==> src/rtl/wb_port_arbiter_if.sv <==
// Bundle of the writeback-path, load-return and regfile-write signals around
// the register-file write-port arbiter.
interface wb_port_arbiter_if #(
    parameter int AW = 5,
    parameter int DW = 32
);
    logic          pipe_we;
    logic [AW-1:0] pipe_waddr;
    logic [DW-1:0] pipe_wdata;
    logic          ld_valid;
    logic          ld_ready;
    logic [AW-1:0] ld_waddr;
    logic [DW-1:0] ld_wdata;
    logic          pipe_stall;
    logic          rf_we;
    logic [AW-1:0] rf_waddr;
    logic [DW-1:0] rf_wdata;
    logic          ld_pending;

    modport slave (
        input  pipe_we, pipe_waddr, pipe_wdata, ld_valid, ld_waddr, ld_wdata,
        output ld_ready, pipe_stall, rf_we, rf_waddr, rf_wdata, ld_pending
    );

    modport master (
        output pipe_we, pipe_waddr, pipe_wdata, ld_valid, ld_waddr, ld_wdata,
        input  ld_ready, pipe_stall, rf_we, rf_waddr, rf_wdata, ld_pending
    );
endinterface

==> src/rtl/wb_port_arbiter.sv <==
// Shares the regfile write port between the writeback path (priority) and a
// small FIFO of late load returns, with WAW kill and a starvation stall.
module wb_port_arbiter #(
    parameter int AW       = 5,
    parameter int DW       = 32,
    parameter int DEPTH    = 2,
    parameter int MAX_WAIT = 4
) (
    input  logic             clk,
    input  logic             rst_n,
    wb_port_arbiter_if.slave bus
);
    localparam int PTR_W  = $clog2(DEPTH);
    localparam int CNT_W  = PTR_W + 1;
    localparam int WAIT_W = $clog2(MAX_WAIT + 1);

    logic             alive_vec [DEPTH];
    logic [AW-1:0]    addr_vec  [DEPTH];
    logic [DW-1:0]    data_vec  [DEPTH];

    logic [PTR_W-1:0]  rd_ptr_q, rd_ptr_d;
    logic [PTR_W-1:0]  wr_ptr_q, wr_ptr_d;
    logic [CNT_W-1:0]  count_q, count_d;
    logic [WAIT_W-1:0] wait_cnt_q, wait_cnt_d;
    logic              pipe_stall_q, pipe_stall_d;
    logic              rf_we_q, rf_we_d;
    logic [AW-1:0]     rf_waddr_q, rf_waddr_d;
    logic [DW-1:0]     rf_wdata_q, rf_wdata_d;

    logic head_valid;
    logic head_alive;
    logic push;
    logic pop;
    logic load_grant;
    logic head_denied;
    logic ld_kill;

    assign head_valid  = (count_q != '0);
    assign head_alive  = alive_vec[rd_ptr_q];
    // Space comes from the registered count only; a same-cycle pop never frees a slot.
    assign bus.ld_ready = rst_n && (count_q != CNT_W'(DEPTH));
    assign push        = bus.ld_valid && bus.ld_ready;
    assign load_grant  = head_valid && head_alive && !bus.pipe_we;
    assign pop         = head_valid && (!head_alive || !bus.pipe_we);
    assign head_denied = head_valid && head_alive && bus.pipe_we;
    // An incoming load is always older than the concurrent pipe write.
    assign ld_kill     = bus.pipe_we && (bus.ld_waddr == bus.pipe_waddr);

    generate
        for (genvar gi = 0; gi < DEPTH; gi++) begin : g_entry
            logic          alive_q, alive_d;
            logic [AW-1:0] addr_q, addr_d;
            logic [DW-1:0] data_q, data_d;
            logic          wr_sel;
            logic          kill;

            assign wr_sel = push && (wr_ptr_q == PTR_W'(gi));
            assign kill   = bus.pipe_we && (addr_q == bus.pipe_waddr);

            always_comb begin
                alive_d = alive_q && !kill;
                addr_d  = addr_q;
                data_d  = data_q;
                if (wr_sel) begin
                    alive_d = !ld_kill;
                    addr_d  = bus.ld_waddr;
                    data_d  = bus.ld_wdata;
                end
            end

            always_ff @(posedge clk) begin
                if (!rst_n) begin
                    alive_q <= 1'b0;
                end else begin
                    alive_q <= alive_d;
                end
                addr_q <= addr_d;
                data_q <= data_d;
            end

            assign alive_vec[gi] = alive_q;
            assign addr_vec[gi]  = addr_q;
            assign data_vec[gi]  = data_q;
        end
    endgenerate

    always_comb begin
        rd_ptr_d     = rd_ptr_q + PTR_W'(pop);
        wr_ptr_d     = wr_ptr_q + PTR_W'(push);
        count_d      = count_q + CNT_W'(push) - CNT_W'(pop);
        pipe_stall_d = 1'b0;
        wait_cnt_d   = wait_cnt_q;
        if (pop) begin
            wait_cnt_d = '0;
        end else if (head_denied) begin
            if (wait_cnt_q == WAIT_W'(MAX_WAIT - 1)) begin
                pipe_stall_d = 1'b1;
                wait_cnt_d   = '0;
            end else begin
                wait_cnt_d = wait_cnt_q + WAIT_W'(1);
            end
        end

        rf_we_d    = 1'b0;
        rf_waddr_d = rf_waddr_q;
        rf_wdata_d = rf_wdata_q;
        if (bus.pipe_we) begin
            rf_we_d    = 1'b1;
            rf_waddr_d = bus.pipe_waddr;
            rf_wdata_d = bus.pipe_wdata;
        end else if (load_grant) begin
            rf_we_d    = 1'b1;
            rf_waddr_d = addr_vec[rd_ptr_q];
            rf_wdata_d = data_vec[rd_ptr_q];
        end
    end

    always_ff @(posedge clk) begin
        if (!rst_n) begin
            rd_ptr_q     <= '0;
            wr_ptr_q     <= '0;
            count_q      <= '0;
            wait_cnt_q   <= '0;
            pipe_stall_q <= 1'b0;
            rf_we_q      <= 1'b0;
            rf_waddr_q   <= '0;
            rf_wdata_q   <= '0;
        end else begin
            rd_ptr_q     <= rd_ptr_d;
            wr_ptr_q     <= wr_ptr_d;
            count_q      <= count_d;
            wait_cnt_q   <= wait_cnt_d;
            pipe_stall_q <= pipe_stall_d;
            rf_we_q      <= rf_we_d;
            rf_waddr_q   <= rf_waddr_d;
            rf_wdata_q   <= rf_wdata_d;
        end
    end

    assign bus.pipe_stall = pipe_stall_q;
    assign bus.rf_we      = rf_we_q;
    assign bus.rf_waddr   = rf_waddr_q;
    assign bus.rf_wdata   = rf_wdata_q;
    assign bus.ld_pending = head_valid;
endmodule

==> src/flat_wrapper.sv <==
// flat-port wrapper written by rule: the top's interface ports become plain ports
module wb_port_arbiter_flat 
#(
    parameter int AW       = 5,
    parameter int DW       = 32,
    parameter int DEPTH    = 2,
    parameter int MAX_WAIT = 4
)
  (clk, rst_n, bus_pipe_we, bus_pipe_waddr, bus_pipe_wdata, bus_ld_valid, bus_ld_waddr, bus_ld_wdata, bus_ld_ready, bus_pipe_stall, bus_rf_we, bus_rf_waddr, bus_rf_wdata, bus_ld_pending);
  wb_port_arbiter_if #(.AW(AW), .DW(DW)) bus_i ();
  input  logic clk;
  input  logic rst_n;
  input wire logic [$bits(bus_i.pipe_we)-1:0] bus_pipe_we;
  input wire logic [$bits(bus_i.pipe_waddr)-1:0] bus_pipe_waddr;
  input wire logic [$bits(bus_i.pipe_wdata)-1:0] bus_pipe_wdata;
  input wire logic [$bits(bus_i.ld_valid)-1:0] bus_ld_valid;
  input wire logic [$bits(bus_i.ld_waddr)-1:0] bus_ld_waddr;
  input wire logic [$bits(bus_i.ld_wdata)-1:0] bus_ld_wdata;
  output wire logic [$bits(bus_i.ld_ready)-1:0] bus_ld_ready;
  output wire logic [$bits(bus_i.pipe_stall)-1:0] bus_pipe_stall;
  output wire logic [$bits(bus_i.rf_we)-1:0] bus_rf_we;
  output wire logic [$bits(bus_i.rf_waddr)-1:0] bus_rf_waddr;
  output wire logic [$bits(bus_i.rf_wdata)-1:0] bus_rf_wdata;
  output wire logic [$bits(bus_i.ld_pending)-1:0] bus_ld_pending;
  assign bus_i.pipe_we = bus_pipe_we;
  assign bus_i.pipe_waddr = bus_pipe_waddr;
  assign bus_i.pipe_wdata = bus_pipe_wdata;
  assign bus_i.ld_valid = bus_ld_valid;
  assign bus_i.ld_waddr = bus_ld_waddr;
  assign bus_i.ld_wdata = bus_ld_wdata;
  assign bus_ld_ready = bus_i.ld_ready;
  assign bus_pipe_stall = bus_i.pipe_stall;
  assign bus_rf_we = bus_i.rf_we;
  assign bus_rf_waddr = bus_i.rf_waddr;
  assign bus_rf_wdata = bus_i.rf_wdata;
  assign bus_ld_pending = bus_i.ld_pending;
  wb_port_arbiter #(.AW(AW), .DW(DW), .DEPTH(DEPTH), .MAX_WAIT(MAX_WAIT)) u_core (.clk(clk), .rst_n(rst_n), .bus(bus_i));
endmodule
==> config.mk <==
export PLATFORM = sky130hd
export DESIGN_NAME = wb_port_arbiter_flat
export DESIGN_NICKNAME = d
export VERILOG_FILES = /design/src/rtl/wb_port_arbiter_if.sv /design/src/rtl/wb_port_arbiter.sv /design/src/flat_wrapper.sv
export SDC_FILE = /design/constraint.sdc
export NUM_CORES = 1
export LEC_CHECK = 0
export BUFFER_PORTS_ARGS = -buffer_cell sky130_fd_sc_hd__clkbuf_2
export CAP_MARGIN = 20
export CORE_UTILIZATION = 57
export DETAILED_ROUTE_END_ITERATION = 6
export HOLD_SLACK_MARGIN = 0.02
export PLACE_DENSITY = 0.84
export SLEW_MARGIN = 40
export SYNTH_ARGS = -nofsm -noshare
export SYNTH_HDL_FRONTEND = slang
export SYNTH_SLANG_ARGS = --single-unit
==> constraint.sdc <==
create_clock -name clk -period 5.3 [get_ports clk]
set_clock_uncertainty 0.2 [all_clocks]
set_input_delay 0.265 -clock clk [delete_from_list [all_inputs] [get_ports clk]]
set_output_delay 0.265 -clock clk [all_outputs]
set_load 0.02 [all_outputs]
Yosys cells after proc, flatten, opt, wreduce, memory -nomap -nowiden. Index checks and enable logic that the tools add are counted.

Output and inout port bits: 41. Logic and storage cells: 71. Input bits: 78. Register bits after elaboration: 122.

Equal/unequal tests: 5. Bitwise operators: 4. Reductions and logical operators: 23. Magnitude comparators: 1. Multiplexer cells: 19. $add $sub $neg: 5.

Operators with widths (count): $mux 32 (5); $mux 5 (5); $eq 5x5->1 (3); $logic_and 1x1->1 (13); $mux 1 (8); $logic_not 1->1 (5); $reduce_bool 2->1 (2); $add 3x1->3 const B (1); $eq 3x2->1 const B (1); $mux 3 (1); $not 1->1 (3); $reduce_or 3->1 (1); $add 1x1->1 (2); $add 2x1->2 (1); $ge 2x2->1 const B (1); $ne 2x2->1 const B (1); $not 1->2 (1); $reduce_or 2->1 (1); $sub 2x1->2 (1); $logic_or 1x1->1 (1).

Depth between registers and ports, before layout. Gate-level depths: netlist of the first run.

Word-level depth: 8. Mapped depth: 9.

Least setup slack after synthesis of the first run. Ideal clock, no wire load.

Kind: reg2reg. From: register u_core.count_q[0]. To: register u_core.g_entry[1].addr_q[0], enable pin. Library setup time: 400 ps. Stages on the path, launching flop included: 5. Period minus slack after synthesis: 2564 ps. Arrival: 1965 ps. Buffers on the path: 0. Required time: 4700 ps. Path slack: 2736 ps. Path through: dfxtp_1 -> inv_1 -> a21boi_1 -> and2_1 -> ha_1.

Longest elaborated chain between the ends: 4.

Ends and longest elaborated chain: start, declared (RTL line wb_port_arbiter.sv:23) `logic [CNT_W-1:0] count_q, count_d;`; start signal, assigned (RTL line wb_port_arbiter.sv:131) `count_q <= count_d;`; $ne 2x2->1 (RTL line wb_port_arbiter.sv:41) `assign bus.ld_ready = rst_n && (count_q != CNT_W'(DEPTH));`; $logic_and 1x1->1 (RTL line wb_port_arbiter.sv:41); via bus_ld_ready (RTL line flat_wrapper.sv:19) `output wire logic [$bits(bus_i.ld_ready)-1:0] bus_ld_ready;`; $logic_and 1x1->1 (RTL line wb_port_arbiter.sv:42) `assign push = bus.ld_valid && bus.ld_ready;`; $logic_and 1x1->1 (RTL line wb_port_arbiter.sv:57) `assign wr_sel = push && (wr_ptr_q == PTR_W'(gi));`; via u_core.g_entry[1].wr_sel (RTL line wb_port_arbiter.sv:54) `logic wr_sel;`; end signal, assigned (RTL line wb_port_arbiter.sv:77) `addr_q <= addr_d;`; end, declared (RTL line wb_port_arbiter.sv:52) `logic [AW-1:0] addr_q, addr_d;`.

The timed path passes the listed nets, and every way through them passes these cells. A chain may end at the register's enable or synchronous reset.

Worst setup path after layout of the first run.
From: register u_core.rd_ptr_q. To: register u_core.count_q[1].

Longest elaborated chain between the ends: 8.

Ends and longest elaborated chain: start, declared (RTL line wb_port_arbiter.sv:21) `logic [PTR_W-1:0] rd_ptr_q, rd_ptr_d;`; start signal, assigned (RTL line wb_port_arbiter.sv:129) `rd_ptr_q <= rd_ptr_d;`; $not 1->2 (implied by the code) (RTL line wb_port_arbiter.sv:39) `assign head_alive = alive_vec[rd_ptr_q];`; $mux 1 (implied by the code) (3 in series) (RTL line wb_port_arbiter.sv:39); $logic_not 1->1 (RTL line wb_port_arbiter.sv:44) `assign pop = head_valid && (!head_alive || !bus.pipe_we);`; $logic_or 1x1->1 (RTL line wb_port_arbiter.sv:44); $logic_and 1x1->1 (RTL line wb_port_arbiter.sv:44); $sub 2x1->2 (RTL line wb_port_arbiter.sv:90) `count_d = count_q + CNT_W'(push) - CNT_W'(pop);`.

No other way between the ends. The select of a mux whose other input is x is not followed.

==> results list, run 1 <==
* Crit Path Category: reg2reg
- The worst hold path belongs to the class in2reg.
- The number of antenna diodes in the final layout is 0.
- After Yosys synthesis, and, or, nand and nor cells account for 10.6% of the synthesized area.
- Initial Utilization: 59.4%
- Entering global routing, the biggest net connects 51 pins.
- No sink is reached through more buffers than the 2 on the longest clock path.
* Number of warning messages in the yosys log: 0
* Number of vias in the routed layout: 3959
* Xor/xnor share of the synthesized area: 3.22%
* Clock-pin slew on the worst setup and hold paths: approximately 0.050 ns
* Total negative slack for setup checks: 0 ns
- Max Cap Viol: 0
* H-tree depth: 4
- 119 I/O pins were placed.
* Worst-skew pair later-pin latency: roughly 0.52 ns
- The worst setup path is captured at a flip-flop.
- Setup violations remaining at the end of the flow were counted as 0.
- After synthesis, the largest family of logic cells by area is simple AND/OR/NAND/NOR gates.
- Post-route DRC violation count: 0
- Starting DRT DRC Count: 230
* Total wire length after detailed routing: 12.4 mm
* Post-detailed-route via-to-cell ratio: 5.64
- The via count of the first global-routing pass is about 4000.
- Sum of net half-perimeters after detailed placement: between 6 and 7 mm
* DR WL/cell: ~18 um
- Fmax: 426 MHz
* TritonCTS sink count: around 120
* Max-slew headroom at the worst pin: ~44%
- After the last flow step, the layout net total stands at 667.
* Leading cell type in the layout, fill and taps excluded: sky130_fd_sc_hd__clkbuf_2
* Run status: finished, final reports clean
* Total power density per cell area: slightly above 400 nW/um^2
- Number of core rows: 33
* Clock Tree Root: sky130_fd_sc_hd__clkbuf_8
* Post-synthesis adder-cell area fraction: 1.28%
- Subtracting the final worst setup slack from the clock period gives about 2.4 ns.
- At the pin with the least slew margin, the transition time is 0.838 ns.
- The core region is 8260 um^2.
- When the netlist entered floorplanning its net count stood at 484.
- Fraction of synthesized area in multiplexers: 7.86%
- RSZ-0062 raised after global routing: no
- Worst vdd ir: 0.313 mV
- In this run the static leakage power is 0.00264 uW.
- Final count of hold timing violations: 0
- The number of clock buffers added by TritonCTS is 17.
- Fraction of the yosys area taken by sequential cells: 64.9%
- Die area: around 9000 um^2
* Max-slew violation total from the final report: 0
- Netlist area before placement: 4900 um^2
- Dividing the final minimum period by the clock period gives 44.3%.
* Area added between synthesis and finish: 39.4%
- Post-synthesis area per instance: ~12 um^2
* Gate Count Post-Synth: about 400
- At the worst endpoint, the arrival time is 2.55 ns.
- Synthesis inferred 122 register bits.
- Initial antenna violation count: 0
- Total Routing Usage GR: between 20 and 30%
- In the layout the commonest cells are 116 x sky130_fd_sc_hd__clkbuf_2, 75 x sky130_fd_sc_hd__nand3_1, 74 x sky130_fd_sc_hd__o21ai_1, 74 x sky130_fd_sc_hd__dlygate4sd3_1, 74 x sky130_fd_sc_hd__edfxtp_1.
- Counting distinct cell types in the post-synthesis netlist gives 29.
- Of all nets on the critical path, the largest fanout is 40.
- Initial DRT Pass Iterations: 4
- The detail route stage leaves a number of antenna-violating nets equal to 0.
- Port buffering added around 120 buffers.
- Total congestion overflow after global routing: 0
- Fraction of layout cells with a size suffix above 1: 25.8%
- Kind of start point of the critical path: flip-flop
- Placer Congestion: a little over 0.8
- The first global-routing pass estimated 19.3 mm of wire.
- TritonCTS built the clock tree.
* Worst hold slack across all endpoints: 0.128 ns
- Die width: 94.7 um
- For the worst setup path, the data required time is 5.50 ns.
- Synthesized-area fraction occupied by ao, oa, aoi and oai cells: 8.75%
- Number of setup buffers added after CTS: 0
- The die is 94.7 um tall.
[logic make-up (layout without fill, tap and decap cells)]
kind of cell	after synthesis	after routing
compound gates	82	82
fa+ha+maj	5	5
mux	38	38
xor+xnor	18	18
simple gates	101	101
buf+inv	35	231
flops	122	122
[report_power, final]
part           leakage, uW  switching (uW)  internal [uW]
Combinational      0.00129             366            251
Clock             0.000279             390            702
Sequential         0.00107            36.7           1090
[metal layers]
metal / up-vias / GRT usage (%) / wire length [um]
met1: 1905 / 33.7 / 5020
met2: 172 / 51.1 / 6360
li1: 1856 / - / -
met3: 26 / 7.41 / 789
met5: - / 0 / 0
met4: 0 / 14.5 / 265
[timing repair]
action / CTS / global route
hold endpoints to repair: 111 / 0
resized for setup: 0 / 0
hold buffers: 74 / 0
[worst paths after layout]
| path | cells past startpoint | slack, ns | endpoint | start |
|---|---|---|---|---|
| max reg2reg | 8 | 2.95 | u_core.count_q[1] | u_core.rd_ptr_q |
| min | 4 | 0.13 | u_core.wr_ptr_q | bus_ld_valid |
| min reg2reg | 2 | 0.24 | u_core.wait_cnt_q[2] | u_core.wait_cnt_q[2] |
| max | 8 | 2.95 | u_core.count_q[1] | u_core.rd_ptr_q |
[cells in the mapped netlist]
| cell type | n | area, um^2 |
|---|---|---|
| sky130_fd_sc_hd__nand3_1 | 75 | 375 |
| sky130_fd_sc_hd__edfxtp_1 | 74 | 2220 |
| sky130_fd_sc_hd__o21ai_1 | 74 | 370 |
| sky130_fd_sc_hd__dfxtp_1 | 48 | 961 |
| sky130_fd_sc_hd__mux2i_1 | 37 | 370 |
| sky130_fd_sc_hd__clkbuf_1 | 16 | 60.1 |
| sky130_fd_sc_hd__xor2_1 | 13 | 114 |
| sky130_fd_sc_hd__buf_2 | 11 | 55.1 |
| sky130_fd_sc_hd__nand2_1 | 7 | 26.3 |
| sky130_fd_sc_hd__and2_1 | 5 | 31.3 |
| sky130_fd_sc_hd__ha_1 | 5 | 62.6 |
| sky130_fd_sc_hd__xnor2_1 | 5 | 43.8 |
| sky130_fd_sc_hd__inv_1 | 4 | 15.0 |
| sky130_fd_sc_hd__and3_1 | 3 | 18.8 |
| sky130_fd_sc_hd__buf_4 | 3 | 22.5 |
| sky130_fd_sc_hd__nor4_1 | 3 | 18.8 |
| sky130_fd_sc_hd__a21boi_1 | 2 | 15.0 |
| sky130_fd_sc_hd__a21oi_1 | 2 | 10.0 |
| sky130_fd_sc_hd__nand2b_1 | 2 | 12.5 |
| sky130_fd_sc_hd__nor2b_1 | 2 | 12.5 |
| sky130_fd_sc_hd__o32ai_1 | 2 | 17.5 |
| sky130_fd_sc_hd__a311oi_1 | 1 | 8.76 |
| sky130_fd_sc_hd__buf_6 | 1 | 11.3 |
| sky130_fd_sc_hd__mux2_4 | 1 | 15.0 |
| sky130_fd_sc_hd__nor2_1 | 1 | 3.75 |
| sky130_fd_sc_hd__o21a_1 | 1 | 7.51 |
| sky130_fd_sc_hd__or2_1 | 1 | 6.26 |
| sky130_fd_sc_hd__or3_1 | 1 | 6.26 |
| sky130_fd_sc_hd__or3b_1 | 1 | 8.76 |
[flip-flops by register name (all words and copies together), names as in the netlist, 2 cells and up]
register,flops
u_core.bus.rf_waddr,5
u_core.bus.rf_wdata,32
u_core.count_q,2
u_core.g_entry.addr_q,10
u_core.g_entry.alive_q,2
u_core.g_entry.data_q,64
u_core.wait_cnt_q,3
[area by class of cell]
type | instances | area (um^2)
Clock buffer | 24 | 470
Tap cell | 105 | 131
Multi-Input combinational cell | 244 | 1580
Timing Repair Buffer | 195 | 1360
Sequential cell | 122 | 3180
Fill cell | 453 | 1430
Clock inverter | 8 | 92.6
Inverter | 4 | 15.0
[critical path: stages (launching register included)]
cell and delay, ns:
sky130_fd_sc_hd__dfxtp_2 0.35, sky130_fd_sc_hd__mux2_4 0.49, sky130_fd_sc_hd__a21boi_1 0.32, sky130_fd_sc_hd__ha_1 0.28
sky130_fd_sc_hd__inv_1 0.06, sky130_fd_sc_hd__ha_1 0.15, sky130_fd_sc_hd__xnor2_1 0.14, sky130_fd_sc_hd__xnor2_1 0.08
sky130_fd_sc_hd__and2_1 0.16
[through the flow]
step	std cells	area (um^2)	utilization (%)	setup slack [ns]	total power, uW
floorplan	401	4900	-	2.74	1560
global placement	596	5510	66.7	2.42	1680
detailed placement	596	5530	66.9	2.80	1700
CTS	702	6830	82.7	2.95	2830
global route	702	6830	82.7	2.81	2940
finish	702	6830	82.7	2.95	2840
(Power assumes the default switching activity.)
==> inputs of run 2 (changes only) <==
--- a/config.mk
+++ b/config.mk
@@ -7,10 +7,10 @@
 export LEC_CHECK = 0
 export BUFFER_PORTS_ARGS = -buffer_cell sky130_fd_sc_hd__clkbuf_2
 export CAP_MARGIN = 20
-export CORE_UTILIZATION = 57
+export CORE_UTILIZATION = 53
 export DETAILED_ROUTE_END_ITERATION = 6
 export HOLD_SLACK_MARGIN = 0.02
-export PLACE_DENSITY = 0.84
+export PLACE_DENSITY = 0.79
 export SLEW_MARGIN = 40
 export SYNTH_ARGS = -nofsm -noshare
 export SYNTH_HDL_FRONTEND = slang
==> constraint.sdc (replaced) <==
create_clock -name clk -period 2.4 [get_ports clk]
set_clock_uncertainty 0.2 [all_clocks]
set_input_delay 0.12 -clock clk [delete_from_list [all_inputs] [get_ports clk]]
set_output_delay 0.12 -clock clk [all_outputs]
set_load 0.02 [all_outputs]
==> run 2 against run 1 <==
  * The run now ends with DRC left
  * Power grew 130%
  * Critical path depth fell by 3
  * Clock power is 140% higher
  * Critical endpoint is now u_core.bus.rf_wdata[23]
==> results list, run 2 (synthesized netlist as in run 1, its figures left out) <==
- Maximum clock path buffer count: 2
* Kind of capture point of the worst setup path: flip-flop
- Setup repair after global routing left no endpoint under its margin.
- The number of failing hold endpoints at the final stage was 0.
* Fin worst setup slack: between 0.15 and 0.2 ns
* Number of vias in the routed layout: 3933
- CTS buffer count: 17
- Worst-skew pair later-pin latency: 0.49 ns
- Cell total after placement: 609
- Class of the tightest hold or removal check: in2reg
- The routed design could run at a clock period as short as 2.23 ns.
* Die width: 98.2 um
- At the end of routability-driven placement, the weighted congestion stood at 0.780.
- Net count reported at finish: 680
* Max Cap Viol: 0
* CP Data Required Time: 2.59 ns
* Clock Tree Root: sky130_fd_sc_hd__clkbuf_8
- Sum of net half-perimeters after detailed placement: 6.91 mm
- Worst vdd ir: between 0.5 and 0.6 mV
- The repair_antennas step left the layout with diodes totalling 0.
- Non-filler cells, final: about 720
- Chip height: 98.2 um
- Setup violations remaining at the end of the flow were counted as 0.
- Area added between synthesis and finish: 42.3%
* Total Routing Usage GR: 27.3%
- The signal on the critical path passes through or2_1 -> buf_4 -> and2_2 -> o21ai_1 -> o21ai_1.
- Area of all placed cells without fillers: 6980 um^2
- The run finished, with violations left.
- Once placement finished, the instance area stood at about 5600 um^2.
- Post-route DRC violation count: 7
- 119 I/O pins were placed.
- Global routing used 30.7% of the available met1 tracks.
- The floorplan has 34 rows.
* Met2 Usage GRT: between 40% and 50%
- Violations in the final reports: DRC
- On the final layout, the worst hold slack is ~0.15 ns.
- Timing analysis after detailed placement gives a worst setup slack of 0.325 ns.
- Total wire length after detailed routing: 12.5 mm
* Total congestion overflow after global routing: 0
- The critical path is of the reg2reg type.
* TritonCTS clock tree: built
- Ranked by flip-flop count, first place goes to u_core.g_entry.data_q.
* Most common cell type on the critical path: sky130_fd_sc_hd__o21ai_1
* Fraction of layout cells with a size suffix above 1: a little over a quarter
- After detailed routing, the average wire length per cell comes to 17.4 um.
- Die area: 9640 um^2
- The first global-routing pass estimated 20.1 mm of wire.
* Met3 Resource Use GR: 6.08%
- Delay of the slowest cell on the worst path: approximately 0.76 ns
- Max-slew headroom at the worst pin: 43.3%
* Arr. time, crit path: 2.42 ns
- Cell at the slowest stage of the critical path: sky130_fd_sc_hd__and2_2
- Fmax: 449 MHz
* Post-route antenna net violation count: 0
* Count of input and output buffers: 118
* Part of the cycle the worst path needs: 92.8%
- In this run the worst path has a maximum fanout of 39.
* Pin count of the biggest net entering global routing: 50
- The first detailed-routing pass ran for 7 iterations.
- Leading cell types in the layout, fill and taps excluded: 118 x sky130_fd_sc_hd__clkbuf_2, 77 x sky130_fd_sc_hd__dlygate4sd3_1, 75 x sky130_fd_sc_hd__nand3_1, 74 x sky130_fd_sc_hd__o21ai_1, 74 x sky130_fd_sc_hd__edfxtp_1
* Post-detailed-route via-to-cell ratio: around 5.5
- TritonCTS sink count: between 100 and 150
- After clock tree synthesis, the clock-pin slew on the worst setup and hold paths is 0.06 ns.
* Via count of the first global-routing pass: 4166
- The initial antenna violation count was 0.
- The layer flagged by global routing as most heavily used is met2.
* Post-layout util: 78.8%
- Leaving out fill and tap cells, the most frequent cell in the layout is sky130_fd_sc_hd__clkbuf_2.
- Initial Utilization: 55.4%
- Floorplan Core Area: slightly below 9000 um^2
- Max-slew violation total from the final report: 0
* Total power density per cell area: 938 nW/um^2
* H-tree depth: 4
- Pin slew with the least headroom to its limit: 0.850 ns
- Post-CTS repair changed the size of 0 cells.
- Flip-flop count of the largest register, all copies and words added: 64
- Kind of start point of the critical path: flip-flop
- Leakage: ~0.0027 uW
- In this run, the number of DRC markers left after iteration 0 of detailed routing was 196.
==> run 2: changes by cell type in the layout (fill, tap and decap cells not counted), moves of 3 or more <==
| cell | previous run | this run |
|---|---|---|
| sky130_fd_sc_hd__buf_4 | 3 | 13 |
| sky130_fd_sc_hd__bufinv_16 | 2 | 5 |
| sky130_fd_sc_hd__clkbuf_8 | 4 | 1 |
| sky130_fd_sc_hd__clkinv_2 | 5 | 2 |
| sky130_fd_sc_hd__dlygate4sd3_1 | 74 | 77 |
==> run 2: where the power goes <==
group	leakage [uW]	switching, uW	internal, uW
clock network	0.000297	885	1780
logic	0.00135	817	577
registers	0.00107	77.5	2410
total	0.00272	1780	4770
==> run 2: layout make-up <==
type / count / area [um^2]
flip-flops and latches: 122 / 3180
fillers: 514 / 1870
multi-input cells: 244 / 1560
repair buffers: 208 / 1460
clock buffers: 19 / 422
clock inverters: 13 / 200
well taps: 108 / 135
inverters: 4 / 15.0
==> run 2: stage by stage <==
step | setup TNS (ns) | power [uW]
finish | 0 | 6550
global route | 0 | 6790
CTS | 0 | 6550
detailed placement | 0 | 3790
global placement | 0 | 3750
floorplan | -12.42 | 3450
==> run 2: worst paths after layout <==
check | start | to | slack [ns] | depth (start not counted)
hold reg to reg | u_core.wait_cnt_q[2] | u_core.wait_cnt_q[2] | 0.25 | 2
setup reg to reg | u_core.count_q[1] | u_core.bus.rf_wdata[23] | 0.17 | 5
hold / removal | bus_ld_wdata[29] | u_core.g_entry[0].data_q[29] | 0.15 | 2
setup / recovery | u_core.count_q[1] | u_core.bus.rf_wdata[23] | 0.17 | 5
==> run 2: what timing repair did <==
item,CTS,global route
setup endpoints to repair,0,0
hold endpoints to repair,119,0
buffers inserted,0,0
hold buffers,77,0
==> run 2: critical path, delay by kind of cell (launching register included) <==
kind	cells	cell delay [ns]
AND/OR/NAND/NOR	2	0.92
AO/OA/AOI/OAI	2	0.37
flip-flops	1	0.36
buffers and inverters	1	0.25
==> run 2: layer usage <==
metal,wire length [um],vias up
met5,0,-
met4,257,0
met3,674,25
met2,6570,163
met1,5020,1875
li1,-,1870
==> inputs of run 3 (changes only) <==
--- a/config.mk
+++ b/config.mk
@@ -7,10 +7,12 @@
 export LEC_CHECK = 0
 export BUFFER_PORTS_ARGS = -buffer_cell sky130_fd_sc_hd__clkbuf_2
 export CAP_MARGIN = 20
+export CORE_ASPECT_RATIO = 1.25
 export CORE_UTILIZATION = 53
 export DETAILED_ROUTE_END_ITERATION = 6
 export HOLD_SLACK_MARGIN = 0.02
 export PLACE_DENSITY = 0.79
+export RECOVER_POWER = 100
 export SLEW_MARGIN = 40
 export SYNTH_ARGS = -nofsm -noshare
 export SYNTH_HDL_FRONTEND = slang
==> run 3 against run 2 <==
  * The flow now finishes without violations
  * Routed wire length grew 12%
  * Count of clock-buffer cells in the layout grew 8
  * Critical path depth is the same
  * Worst setup slack gained 0.039 ns
  * Highest routed layer unchanged
  * Final area grew 2.5%
  * Clock power shrank 19%
  * First-iteration DRC count grew 83%
  * Critical endpoint is now u_core.g_entry[0].addr_q[3]
  * Core utilization grew 2.0 points
  * Register-to-register slack gained 0.04 ns
  * Sequential power is essentially flat
  * Largest cell class unchanged
==> results list, run 3 (synthesized netlist as in run 1, its figures left out) <==
* Run status: finished, final reports clean
* Max Cap Viol: 0
* Total power density per cell area: about 850 nW/um^2
- Register name with the most flops: u_core.g_entry.data_q
* Fraction of layout cells with a size suffix above 1: 13.6%
* Max Fanout on Critical Path: 20
- Placer Congestion: roughly 0.8
- STA classifies the critical path startpoint as a flip-flop.
- The via count of the first global-routing pass is 4521.
- Once layout is complete, the utilization of the core stands at between 80% and 90%.
- From left edge to right edge, the die measures between 80 and 90 um.
- For the pin with the worst max-slew slack, the measured transition is 0.678 ns.
- Number of failing setup endpoints in the final timing report: 0
- The number of buffers and inverters on the critical path is 2.
- Global routing finished with a remaining overflow of 0.
* Total Routing Usage GR: between 30% and 40%
* Arr. time, crit path: between 2 and 2.5 ns
* Sum of net half-perimeters after detailed placement: between 6 and 7 mm
* Fin worst setup slack: 0.212 ns
* Worst hold slack across all endpoints: 0.127 ns
- Initial antenna violation count: 0
* Worst-skew pair later-pin latency: 0.52 ns
- Cell chain of the critical path: inv_1 -> a21boi_0 -> and2_0 -> ha_1 -> clkbuf_2
- Leading cell type in the layout, fill and taps excluded: sky130_fd_sc_hd__dlygate4sd3_1
- Max-slew violation total from the final report: 0
- Net count reported at finish: between 700 and 800
- The placed instances occupy a cell area of 5590 um^2.
* TritonCTS clock tree: built
- The worst setup path is captured at a flip-flop.
* Initial DRT Pass Iterations: 5
- Chip height: ~110 um
- The tree is rooted in a sky130_fd_sc_hd__clkbuf_8.
- The setup path with the least slack is of type reg2reg.
* DR WL/cell: 18.3 um
* RSZ-0062 raised after global routing: no
- The core region is roughly 9000 um^2.
- For the worst setup path, the data required time is 2.36 ns.
- Once the clock tree was built, the resizer swapped 0 gates to a different size.
* Count of input and output buffers: 118
* CTS buffer count: 17
- From synthesis to final layout, the design area changed by 45.8%.
- In this design, the stage delay of the slowest critical-path cell is 0.44 ns.
- Global-route wire length before repair: 21.6 mm
* Class of the tightest hold or removal check: in2reg
* Final critical delay including setup and external delays: 2.19 ns
- Entering global routing, the biggest net connects 50 pins.
- The initialized floorplan defines 38 standard-cell rows.
- Final count of hold timing violations: 0
- The number of antenna diodes in the final layout is 0.
- The count of nets left with antenna violations once routing finished came out at 0.
- Headroom to the max-slew limit came out at 54.8%.
- For this configuration, the core starts out at a cell density of 55.4%.
* Post-detailed-route via-to-cell ratio: 5.53
- Among all stages on the critical path, the largest delay is contributed by sky130_fd_sc_hd__clkbuf_2.
* Clock-pin slew on the worst setup and hold paths: ~0.050 ns
- The final layout contains routed wiring with a total length of around 14 mm.
* Die area: about 9600 um^2
- Flip-flop count of the largest register, all copies and words added: 64
* Largest delay share family, worst path: buffers and inverters
- Setup slack at placement: approximately 0.16 ns
- Number of vias in the routed layout: 4235
- Area of all placed cells without fillers: 7150 um^2
- Fmax: 457 MHz
* H-tree depth: 4
- Pin placement for this block handled 119 I/O pins.
- Maximum clock path buffer count: 2
* Leading cell types in the layout, fill and taps excluded: 116 x sky130_fd_sc_hd__dlygate4sd3_1, 75 x sky130_fd_sc_hd__nand3_1, 74 x sky130_fd_sc_hd__edfxtp_1, 72 x sky130_fd_sc_hd__clkbuf_1, 56 x sky130_fd_sc_hd__clkbuf_2
* Worst vdd ir: 0.570 mV
- For this run, design rule violations remaining after detail routing come to 0.
- Total negative slack for setup checks: 0 ns
- Clock tree synthesis found a total of roughly 120 sinks.
- Number of setup buffers added after CTS: 0
* Leakage: about 0.0025 uW
* Part of the cycle the worst path needs: between 90% and 100%
- Starting DRT DRC Count: 359
-- run 3: cell count changes in the layout (fill, tap and decap cells not counted), moves of 5 or more --
cell / change
sky130_fd_sc_hd__clkbuf_2: -62
sky130_fd_sc_hd__buf_4: -6
sky130_fd_sc_hd__clkbuf_1: +70
sky130_fd_sc_hd__dlygate4sd3_1: +39
sky130_fd_sc_hd__bufinv_16: -5
sky130_fd_sc_hd__o21ai_1: -36
sky130_fd_sc_hd__o21ai_0: +36
-- run 3: layout make-up --
class	instances	area, um^2
repair buffers	245	1750
flip-flops and latches	122	3180
multi-input cells	244	1560
inverters	4	15.0
clock inverters	4	17.5
fillers	541	1690
clock buffers	27	482
well taps	120	150
-- run 3: layer usage --
| layer | wire length, um | global-route usage [%] | part of all wire (%) |
|---|---|---|---|
| met4 | 500 | 17.7 | 3.6 |
| met2 | 7570 | 55.1 | 54 |
| met3 | 766 | 8.11 | 5.5 |
| met1 | 5190 | 32.8 | 37 |
| met5 | 0 | 0 | 0 |
-- run 3: repair_timing --
action | 4_1_cts | 5_1_grt
hold endpoints to repair | 122 | 0
hold buffers | 116 | 0
setup endpoints to repair | 0 | 0
-- run 3: final timing paths --
| check | startpoint | endpoint | slack [ns] | depth (start not counted) |
|---|---|---|---|---|
| worst max register to register | u_core.count_q[0] | u_core.g_entry[0].addr_q[3] | 0.21 | 5 |
| worst max-delay path | u_core.count_q[0] | u_core.g_entry[0].addr_q[3] | 0.21 | 5 |
| worst min-delay path | bus_ld_wdata[15] | u_core.g_entry[1].data_q[15] | 0.13 | 2 |
| worst min register to register | u_core.wait_cnt_q[2] | u_core.wait_cnt_q[2] | 0.24 | 2 |
-- run 3: through the flow --
step	cells	total power, uW
global placement	619	3730
CTS	766	6060
detailed placement	619	3770
global route	766	6280
floorplan	401	3450
finish	766	6070
-- run 3: power by group --
part           switching, uW  leakage [uW]  total [uW]  internal [uW]
logic                    845       0.00122        1410            565
registers               78.6       0.00107        2490           2410
clock network            837      0.000245        2170           1330
total                   1760       0.00254        6070           4310
